[src/rtl/calc_pkg.sv]
// Shared definitions for the calculator sequencer: key codes, ALU opcodes,
// FSM states and the operand magnitude limit.
package calc_pkg;

   // Keypad codes (0-9 are the digits themselves)
   localparam logic [4:0] KEY_ADD = 5'd10;
   localparam logic [4:0] KEY_SUB = 5'd11;
   localparam logic [4:0] KEY_MUL = 5'd12;
   localparam logic [4:0] KEY_DIV = 5'd13;
   localparam logic [4:0] KEY_EQ  = 5'd14;
   localparam logic [4:0] KEY_CLR = 5'd15;
   localparam logic [4:0] KEY_NEG = 5'd16;

   // ALU opcodes
   localparam logic [1:0] OP_ADD = 2'b00;
   localparam logic [1:0] OP_SUB = 2'b01;
   localparam logic [1:0] OP_MUL = 2'b10;
   localparam logic [1:0] OP_DIV = 2'b11;

   // Largest magnitude an operand may hold
   localparam int OPERAND_LIMIT = 999;

   typedef enum logic [2:0] {
      ST_ENTER_A,
      ST_ENTER_B,
      ST_ISSUE,
      ST_WAIT,
      ST_SHOW,
      ST_ERR
   } state_t;

   function automatic logic is_digit_key(input logic [4:0] k);
      return k <= 5'd9;
   endfunction

   function automatic logic is_op_key(input logic [4:0] k);
      return (k >= KEY_ADD) && (k <= KEY_DIV);
   endfunction

   // Operator key to ALU opcode; non-operator keys map to add (never used)
   function automatic logic [1:0] key_to_op(input logic [4:0] k);
      case (k)
         KEY_SUB: return OP_SUB;
         KEY_MUL: return OP_MUL;
         KEY_DIV: return OP_DIV;
         default: return OP_ADD;
      endcase
   endfunction

endpackage

[src/rtl/calc_operand_entry.sv]
// Sign/magnitude digit accumulator for one calculator operand. Clear and
// digit may be asserted together to restart the operand with that digit;
// load replaces the operand with a signed value (used to chain a result).
module calc_operand_entry #(
   parameter int MAX_DIGITS = 3
) (
   input  logic               clock,
   input  logic               resetn,
   input  logic               clear_i,
   input  logic               load_en_i,
   input  logic signed [10:0] load_value_i,
   input  logic               digit_en_i,
   input  logic [3:0]         digit_i,
   input  logic               negate_i,
   output logic signed [10:0] value_o
);

   localparam int CNT_W = $clog2(MAX_DIGITS + 1);
   localparam logic [CNT_W-1:0] CNT_MAX = CNT_W'(MAX_DIGITS);

   logic [10:0]      mag_q, mag_d;
   logic [CNT_W-1:0] cnt_q, cnt_d;
   logic             neg_q, neg_d;

   // Next operand: load wins, otherwise clear then digit then sign toggle
   always_comb begin
      mag_d = mag_q;
      cnt_d = cnt_q;
      neg_d = neg_q;
      if (load_en_i) begin
         neg_d = load_value_i[10];
         mag_d = load_value_i[10] ? 11'(-load_value_i) : load_value_i;
         cnt_d = CNT_MAX;
      end else begin
         if (clear_i) begin
            mag_d = '0;
            cnt_d = '0;
            neg_d = 1'b0;
         end
         if (digit_en_i && (cnt_d < CNT_MAX)) begin
            mag_d = mag_d * 11'd10 + {7'd0, digit_i};
            cnt_d = cnt_d + 1'b1;
         end
         if (negate_i) begin
            neg_d = ~neg_d;
         end
      end
   end

   // Operand registers
   always_ff @(posedge clock or negedge resetn) begin
      if (!resetn) begin
         mag_q <= '0;
         cnt_q <= '0;
         neg_q <= 1'b0;
      end else begin
         mag_q <= mag_d;
         cnt_q <= cnt_d;
         neg_q <= neg_d;
      end
   end

   // Negating a zero magnitude still yields zero
   assign value_o = neg_q ? 11'(-mag_q) : mag_q;

endmodule

[src/rtl/calc_sequencer.sv]
// Keypad-to-ALU controller: builds two signed operands from key events,
// strobes the ALU on '=', waits ALU_LAT edges and shows the captured result.
module calc_sequencer
   import calc_pkg::*;
#(
   parameter int ALU_LAT    = 1,
   parameter int MAX_DIGITS = 3
) (
   input  logic               clock,
   input  logic               resetn,
   input  logic               key_valid,
   input  logic [4:0]         key_code,
   output logic               key_ready,
   output logic signed [10:0] alu_a,
   output logic signed [10:0] alu_b,
   output logic [1:0]         alu_op,
   output logic               alu_strobe,
   input  logic signed [20:0] alu_result,
   output logic signed [20:0] disp_value,
   output logic               disp_err,
   output logic               busy
);

   localparam int WC_W = (ALU_LAT > 1) ? $clog2(ALU_LAT) : 1;
   localparam logic [WC_W-1:0] WAIT_LAST = WC_W'(ALU_LAT - 1);
   localparam logic signed [20:0] RES_MAX = 21'(OPERAND_LIMIT);
   localparam logic signed [20:0] RES_MIN = -RES_MAX;

   state_t             state_q, state_d;
   logic [1:0]         op_q, op_d;
   logic [WC_W-1:0]    cnt_q, cnt_d;
   logic signed [20:0] result_q, result_d;

   logic               key_acc;
   logic               result_in_range;
   logic signed [10:0] a_value, b_value;
   logic               a_clear, a_load, a_digit, a_negate;
   logic               b_clear, b_digit, b_negate;

   assign key_ready       = (state_q != ST_ISSUE) && (state_q != ST_WAIT);
   assign key_acc         = key_valid && key_ready;
   assign result_in_range = (result_q >= RES_MIN) && (result_q <= RES_MAX);

   calc_operand_entry #(.MAX_DIGITS(MAX_DIGITS)) u_operand_a (
      .clock        (clock),
      .resetn       (resetn),
      .clear_i      (a_clear),
      .load_en_i    (a_load),
      .load_value_i (result_q[10:0]),
      .digit_en_i   (a_digit),
      .digit_i      (key_code[3:0]),
      .negate_i     (a_negate),
      .value_o      (a_value)
   );

   calc_operand_entry #(.MAX_DIGITS(MAX_DIGITS)) u_operand_b (
      .clock        (clock),
      .resetn       (resetn),
      .clear_i      (b_clear),
      .load_en_i    (1'b0),
      .load_value_i (11'sd0),
      .digit_en_i   (b_digit),
      .digit_i      (key_code[3:0]),
      .negate_i     (b_negate),
      .value_o      (b_value)
   );

   // Next-state, operand control and result capture
   always_comb begin
      state_d  = state_q;
      op_d     = op_q;
      cnt_d    = cnt_q;
      result_d = result_q;
      a_clear  = 1'b0;
      a_load   = 1'b0;
      a_digit  = 1'b0;
      a_negate = 1'b0;
      b_clear  = 1'b0;
      b_digit  = 1'b0;
      b_negate = 1'b0;
      if (key_acc && (key_code == KEY_CLR)) begin
         state_d = ST_ENTER_A;
         op_d    = OP_ADD;
         a_clear = 1'b1;
         b_clear = 1'b1;
      end else begin
         case (state_q)
            ST_ENTER_A: begin
               if (key_acc) begin
                  if (is_digit_key(key_code)) begin
                     a_digit = 1'b1;
                  end else if (key_code == KEY_NEG) begin
                     a_negate = 1'b1;
                  end else if (is_op_key(key_code)) begin
                     op_d    = key_to_op(key_code);
                     b_clear = 1'b1;
                     state_d = ST_ENTER_B;
                  end
               end
            end
            ST_ENTER_B: begin
               if (key_acc) begin
                  if (is_digit_key(key_code)) begin
                     b_digit = 1'b1;
                  end else if (key_code == KEY_NEG) begin
                     b_negate = 1'b1;
                  end else if (is_op_key(key_code)) begin
                     op_d = key_to_op(key_code);
                  end else if (key_code == KEY_EQ) begin
                     // Division by zero never reaches the ALU
                     if ((op_q == OP_DIV) && (b_value == 11'sd0)) begin
                        state_d = ST_ERR;
                     end else begin
                        state_d = ST_ISSUE;
                     end
                  end
               end
            end
            ST_ISSUE: begin
               state_d = ST_WAIT;
               cnt_d   = '0;
            end
            ST_WAIT: begin
               if (cnt_q == WAIT_LAST) begin
                  result_d = alu_result;
                  state_d  = ST_SHOW;
               end else begin
                  cnt_d = cnt_q + 1'b1;
               end
            end
            ST_SHOW: begin
               if (key_acc) begin
                  if (is_digit_key(key_code)) begin
                     a_clear = 1'b1;
                     a_digit = 1'b1;
                     b_clear = 1'b1;
                     state_d = ST_ENTER_A;
                  end else if (is_op_key(key_code)) begin
                     if (result_in_range) begin
                        a_load  = 1'b1;
                        b_clear = 1'b1;
                        op_d    = key_to_op(key_code);
                        state_d = ST_ENTER_B;
                     end else begin
                        state_d = ST_ERR;
                     end
                  end
               end
            end
            ST_ERR: begin
               state_d = ST_ERR;
            end
            default: begin
               state_d = ST_ENTER_A;
            end
         endcase
      end
   end

   // Control registers
   always_ff @(posedge clock or negedge resetn) begin
      if (!resetn) begin
         state_q  <= ST_ENTER_A;
         op_q     <= OP_ADD;
         cnt_q    <= '0;
         result_q <= '0;
      end else begin
         state_q  <= state_d;
         op_q     <= op_d;
         cnt_q    <= cnt_d;
         result_q <= result_d;
      end
   end

   // Display source follows the state: operand being entered, result, or blank
   always_comb begin
      disp_value = '0;
      case (state_q)
         ST_ENTER_A: disp_value = {{10{a_value[10]}}, a_value};
         ST_ENTER_B,
         ST_ISSUE,
         ST_WAIT:    disp_value = {{10{b_value[10]}}, b_value};
         ST_SHOW:    disp_value = result_q;
         default:    disp_value = '0;
      endcase
   end

   assign alu_a      = a_value;
   assign alu_b      = b_value;
   assign alu_op     = op_q;
   assign alu_strobe = (state_q == ST_ISSUE);
   assign busy       = (state_q == ST_ISSUE) || (state_q == ST_WAIT);
   assign disp_err   = (state_q == ST_ERR);

endmodule

[config.mk]
export PLATFORM = sky130hd
export DESIGN_NAME = calc_sequencer
export DESIGN_NICKNAME = d
export VERILOG_FILES = /design/src/rtl/calc_pkg.sv /design/src/rtl/calc_operand_entry.sv /design/src/rtl/calc_sequencer.sv
export SDC_FILE = /design/constraint.sdc
export NUM_CORES = 1
export LEC_CHECK = 0
export CAP_MARGIN = 10
export CORE_ASPECT_RATIO = 1.2
export CORE_MARGIN = 2
export CORE_UTILIZATION = 55
export DETAILED_ROUTE_END_ITERATION = 16
export GPL_ROUTABILITY_DRIVEN = 0
export PLACE_DENSITY = 0.82
export RECOVER_POWER = 100
export SETUP_SLACK_MARGIN = 0.2
export SYNTH_ARGS = -nofsm -noshare
export SYNTH_HDL_FRONTEND = slang
export SYNTH_SLANG_ARGS = --single-unit
[constraint.sdc]
create_clock -name clock -period 6.1 [get_ports clock]
set_input_delay 1.22 -clock clock [delete_from_list [all_inputs] [get_ports clock]]
set_output_delay 1.22 -clock clock [all_outputs]
set_load 0.005 [all_outputs]
==> results.toml, run 1 <==
[run_status]
status = "finished, violations left"
violations = "max-capacitance violations, max-slew violations"

[global_routing]
grt_usage_pct = 28.0
first_global_vias = 4473
overflow = 0
grt_max_degree = 55
grt_pass1_wl_um = 21100
antenna_found_initial = 0

[sta]
worst-slew-pin-transition_ps = 2900
period_needed_ps = 5460
finalSetupViolCount = 0
post-route-period-util_pct = 89.6
slew_headroom_pct = -93.5
finClkSkew_ps = 10.9
fmax_ghz = 0.183
rsz0062_at_grt = "no"
tns_ps = 0
hold_viol = 0
drv_slew = 55

[critical_path]
cp_num_buf_inv = 2
crit_cells = 17
slowest_stage = "dlygate4sd3_1"
crit_chain = "dlygate4sd3_1 > xor2_1 > and3_1 > o21ai_0 > a221oi_1 > o21ai_2 > buf_4 > and2_1 > ha_1 > ha_1 > or2_1 > o311a_1 > or4b_1 > nand3_1 > xnor2_1 > or3_1 > nand3_1"
required_ps = 6350
crit_family = "simple AND/OR/NAND/NOR gates"
max_stage_delay_ps = 700
ff2ff_path_depth = 20
crit_arrival_ps = 5710
cp-end-kind = "flop"
critPathMaxFanout = 13
critical_path_class = "primary input to flop"
cp-start-kind = "primary input"

[yosys]
postSynthCellCount = 565
synth_ff_type = "dfrtp_1"
syn-num-nets = 636
synth_edf_count = 0
synth_area_um2 = 4830
synthArstFlopShare_pct = 100
yosysSeqAreaShare_pct = 28.0
synth_cell_type_count = 60
synthMuxAreaShare_pct = 6.61
synth_xor_area_share_pct = 10.9
ys_warn_count = 0
synthAdderAreaFrac_pct = 11.5
synth_seq_cells = 54
syn_area_per_cell_um2 = 8.55
synth_compound_area_share_pct = 16.5
synth_top_family_by_area = "simple AND/OR/NAND/NOR gates"
yosys.area_share.simple_pct = 21.9

[power_and_ir_drop]
leakagePower_nw = 2.59
p_per_area_nw_per_um2 = 540
peakVddDrop_uv = 290

[clock_network]
cts_tree = "built"
path_clk_slew_ps = 100
cts_sinks = 54
htreeDepth = 2
insertion_delay_ps = 300
cts_inserted_buffers = 5
cts_buffer_depth = 2
ctsHoldBuffers = 0
root_buffer = "clkbuf_8"

[final_layout]
multiInputGateArea_um2 = 3250
nFillCells = 695
final_layout_size_suffix_gt1_share_pct = 2.73
final_cell_area_um2 = 5750
final-seq-area_um2 = 1350
diodes = 0
nets = 694
areaGrowthSynthToFinish_pct = 19.1
layout_common_cells = "dfrtp_1 (54), nor2_1 (50), dlygate4sd3_1 (46), xnor2_1 (42), nand2_1 (40)"
finalNonFillerCells = 740
layout_commonest_cell = "dfrtp_1"

[die]
die_w_um = 89.5
initial_core_util_pct = 56.4
fp.dieH_um = 107
dieArea_um2 = 9550
io_pins = 78
core.rowCount = 37
core_um2 = 8560

[placement]
place_inst = 733
port_buffers = 77
dp.final_hpwl_um = 10400
dpl_cell_area_um2 = 5650

[drt]
routed_wl_um = 13000
drc = 0
drtAntennaViolNets = 0
drt_iter0_markers = 324
wl_per_cell_um = 17.5
dr.pass1.iters = 5
vias = 4484
vias_per_cell = 6.06

[run]
cap_violations = 1

[hold_path]
holdPathStages = 1
hold_class = "flop to flop"
## area by class of cell
class / count / area share [%]
multi-input cells: 455 / 56.5
flip-flops and latches: 54 / 23.5
repair buffers: 83 / 14.0
well taps: 117 / 2.54
inverters: 24 / 1.57
clock buffers: 6 / 1.44
clock inverters: 1 / 0.522
## what timing repair did
action,in CTS,in global routing
setup endpoints to repair,0,1
resized for setup,0,1
setup buffers,0,0
## sequential cells by signal, indices dropped and copies added (netlist names)
signal and flops:
u_operand_b.neg_q 1, u_operand_a.mag_q 11, result_q 21, u_operand_a.cnt_q 2, u_operand_a.neg_q 1, u_operand_b.mag_q 11, u_operand_b.cnt_q 2, alu_op 2
state_q 3
## Yosys cell counts, types with 5 or more instances
library cell / number / area [um2]
nor2_1: 50 / 188
a21o_1: 18 / 135
a21oi_1: 23 / 115
inv_1: 22 / 82.6
clkbuf_1: 23 / 86.3
and2_1: 20 / 125
buf_1: 5 / 18.8
o31ai_1: 5 / 37.5
nor4_1: 5 / 31.3
xor2_1: 18 / 158
xnor2_1: 42 / 368
ha_1: 38 / 475
nand2_1: 40 / 150
or4_1: 6 / 45.0
mux2i_1: 6 / 60.1
nor2b_1: 9 / 56.3
nor3_1: 11 / 55.1
dfrtp_1: 54 / 1350
nand2b_1: 10 / 62.6
or3_1: 5 / 31.3
o21ai_1: 19 / 95.1
o32ai_1: 8 / 70.1
mux2_1: 22 / 248
o21ai_0: 16 / 80.1
o41ai_1: 5 / 43.8
nand3_1: 23 / 115
nand4_1: 5 / 31.3
## through the flow
| stage | setup slack, ps | total power [W] | util, % | hold slack, ps |
|---|---|---|---|---|
| detailed placement | 309 | 0.00293 | 66.0 | 505 |
| global route | 314 | 0.00335 | 67.2 | 536 |
| CTS | 607 | 0.00321 | 67.3 | 532 |
| floorplan | 1470 | 0.00205 | - | 505 |
| finish | 637 | 0.00311 | 67.2 | 529 |
| global placement | 543 | 0.00286 | 66.0 | 504 |
## power breakdown
group / total (W) / leakage (nW) / internal, W / switching, W
clock network: 0.000249 / 0.0573 / 0.000132 / 0.000117
logic: 0.00209 / 1.86 / 0.00103 / 0.00106
registers: 0.000763 / 0.678 / 0.000514 / 0.000249
total: 0.00311 / 2.59 / 0.00167 / 0.00143
## final timing paths
kind | startpoint | slack, ps | endpoint
min | alu_op[1] | 530 | alu_op[1]
max | key_code[2] | 640 | u_operand_b.mag_q[10]
max reg2reg | result_q[1] | 1050 | u_operand_b.mag_q[10]
max in group asynchronous | resetn | 2520 | result_q[5]
min reg2reg | alu_op[1] | 530 | alu_op[1]
min in group asynchronous | resetn | 1940 | result_q[12]
## kinds of logic after synthesis
| logic type | after synthesis |
|---|---|
| simple gates | 205 |
| compound gates | 119 |
| xor+xnor | 60 |
| buf+inv | 56 |
| flops | 54 |
| fa+ha+maj | 42 |
| mux | 29 |
## per-layer routing
metal	part of all wire, %	GRT usage [%]	vias to the layer above	wire (um)
met3	6.3	4.85	44	821
met2	51	49.7	197	6620
met5	0	0	-	0
met4	3.4	10.4	0	439
met1	39	33.0	2123	5090
li1	-	-	2120	-
Power figures use the tool's default switching activity.
==> run 2: changes to the inputs <==
--- a/config.mk
+++ b/config.mk
@@ -9,11 +9,14 @@
 export CORE_ASPECT_RATIO = 1.2
 export CORE_MARGIN = 2
 export CORE_UTILIZATION = 55
+export CTS_CLUSTER_SIZE = 10
 export DETAILED_ROUTE_END_ITERATION = 16
 export GPL_ROUTABILITY_DRIVEN = 0
+export HOLD_SLACK_MARGIN = 0.08
 export PLACE_DENSITY = 0.82
 export RECOVER_POWER = 100
 export SETUP_SLACK_MARGIN = 0.2
 export SYNTH_ARGS = -nofsm -noshare
 export SYNTH_HDL_FRONTEND = slang
 export SYNTH_SLANG_ARGS = --single-unit
+export TNS_END_PERCENT = 30
==> results of run 2 <==
The final DEF is identical to that of run 1; final timing and power are the same.
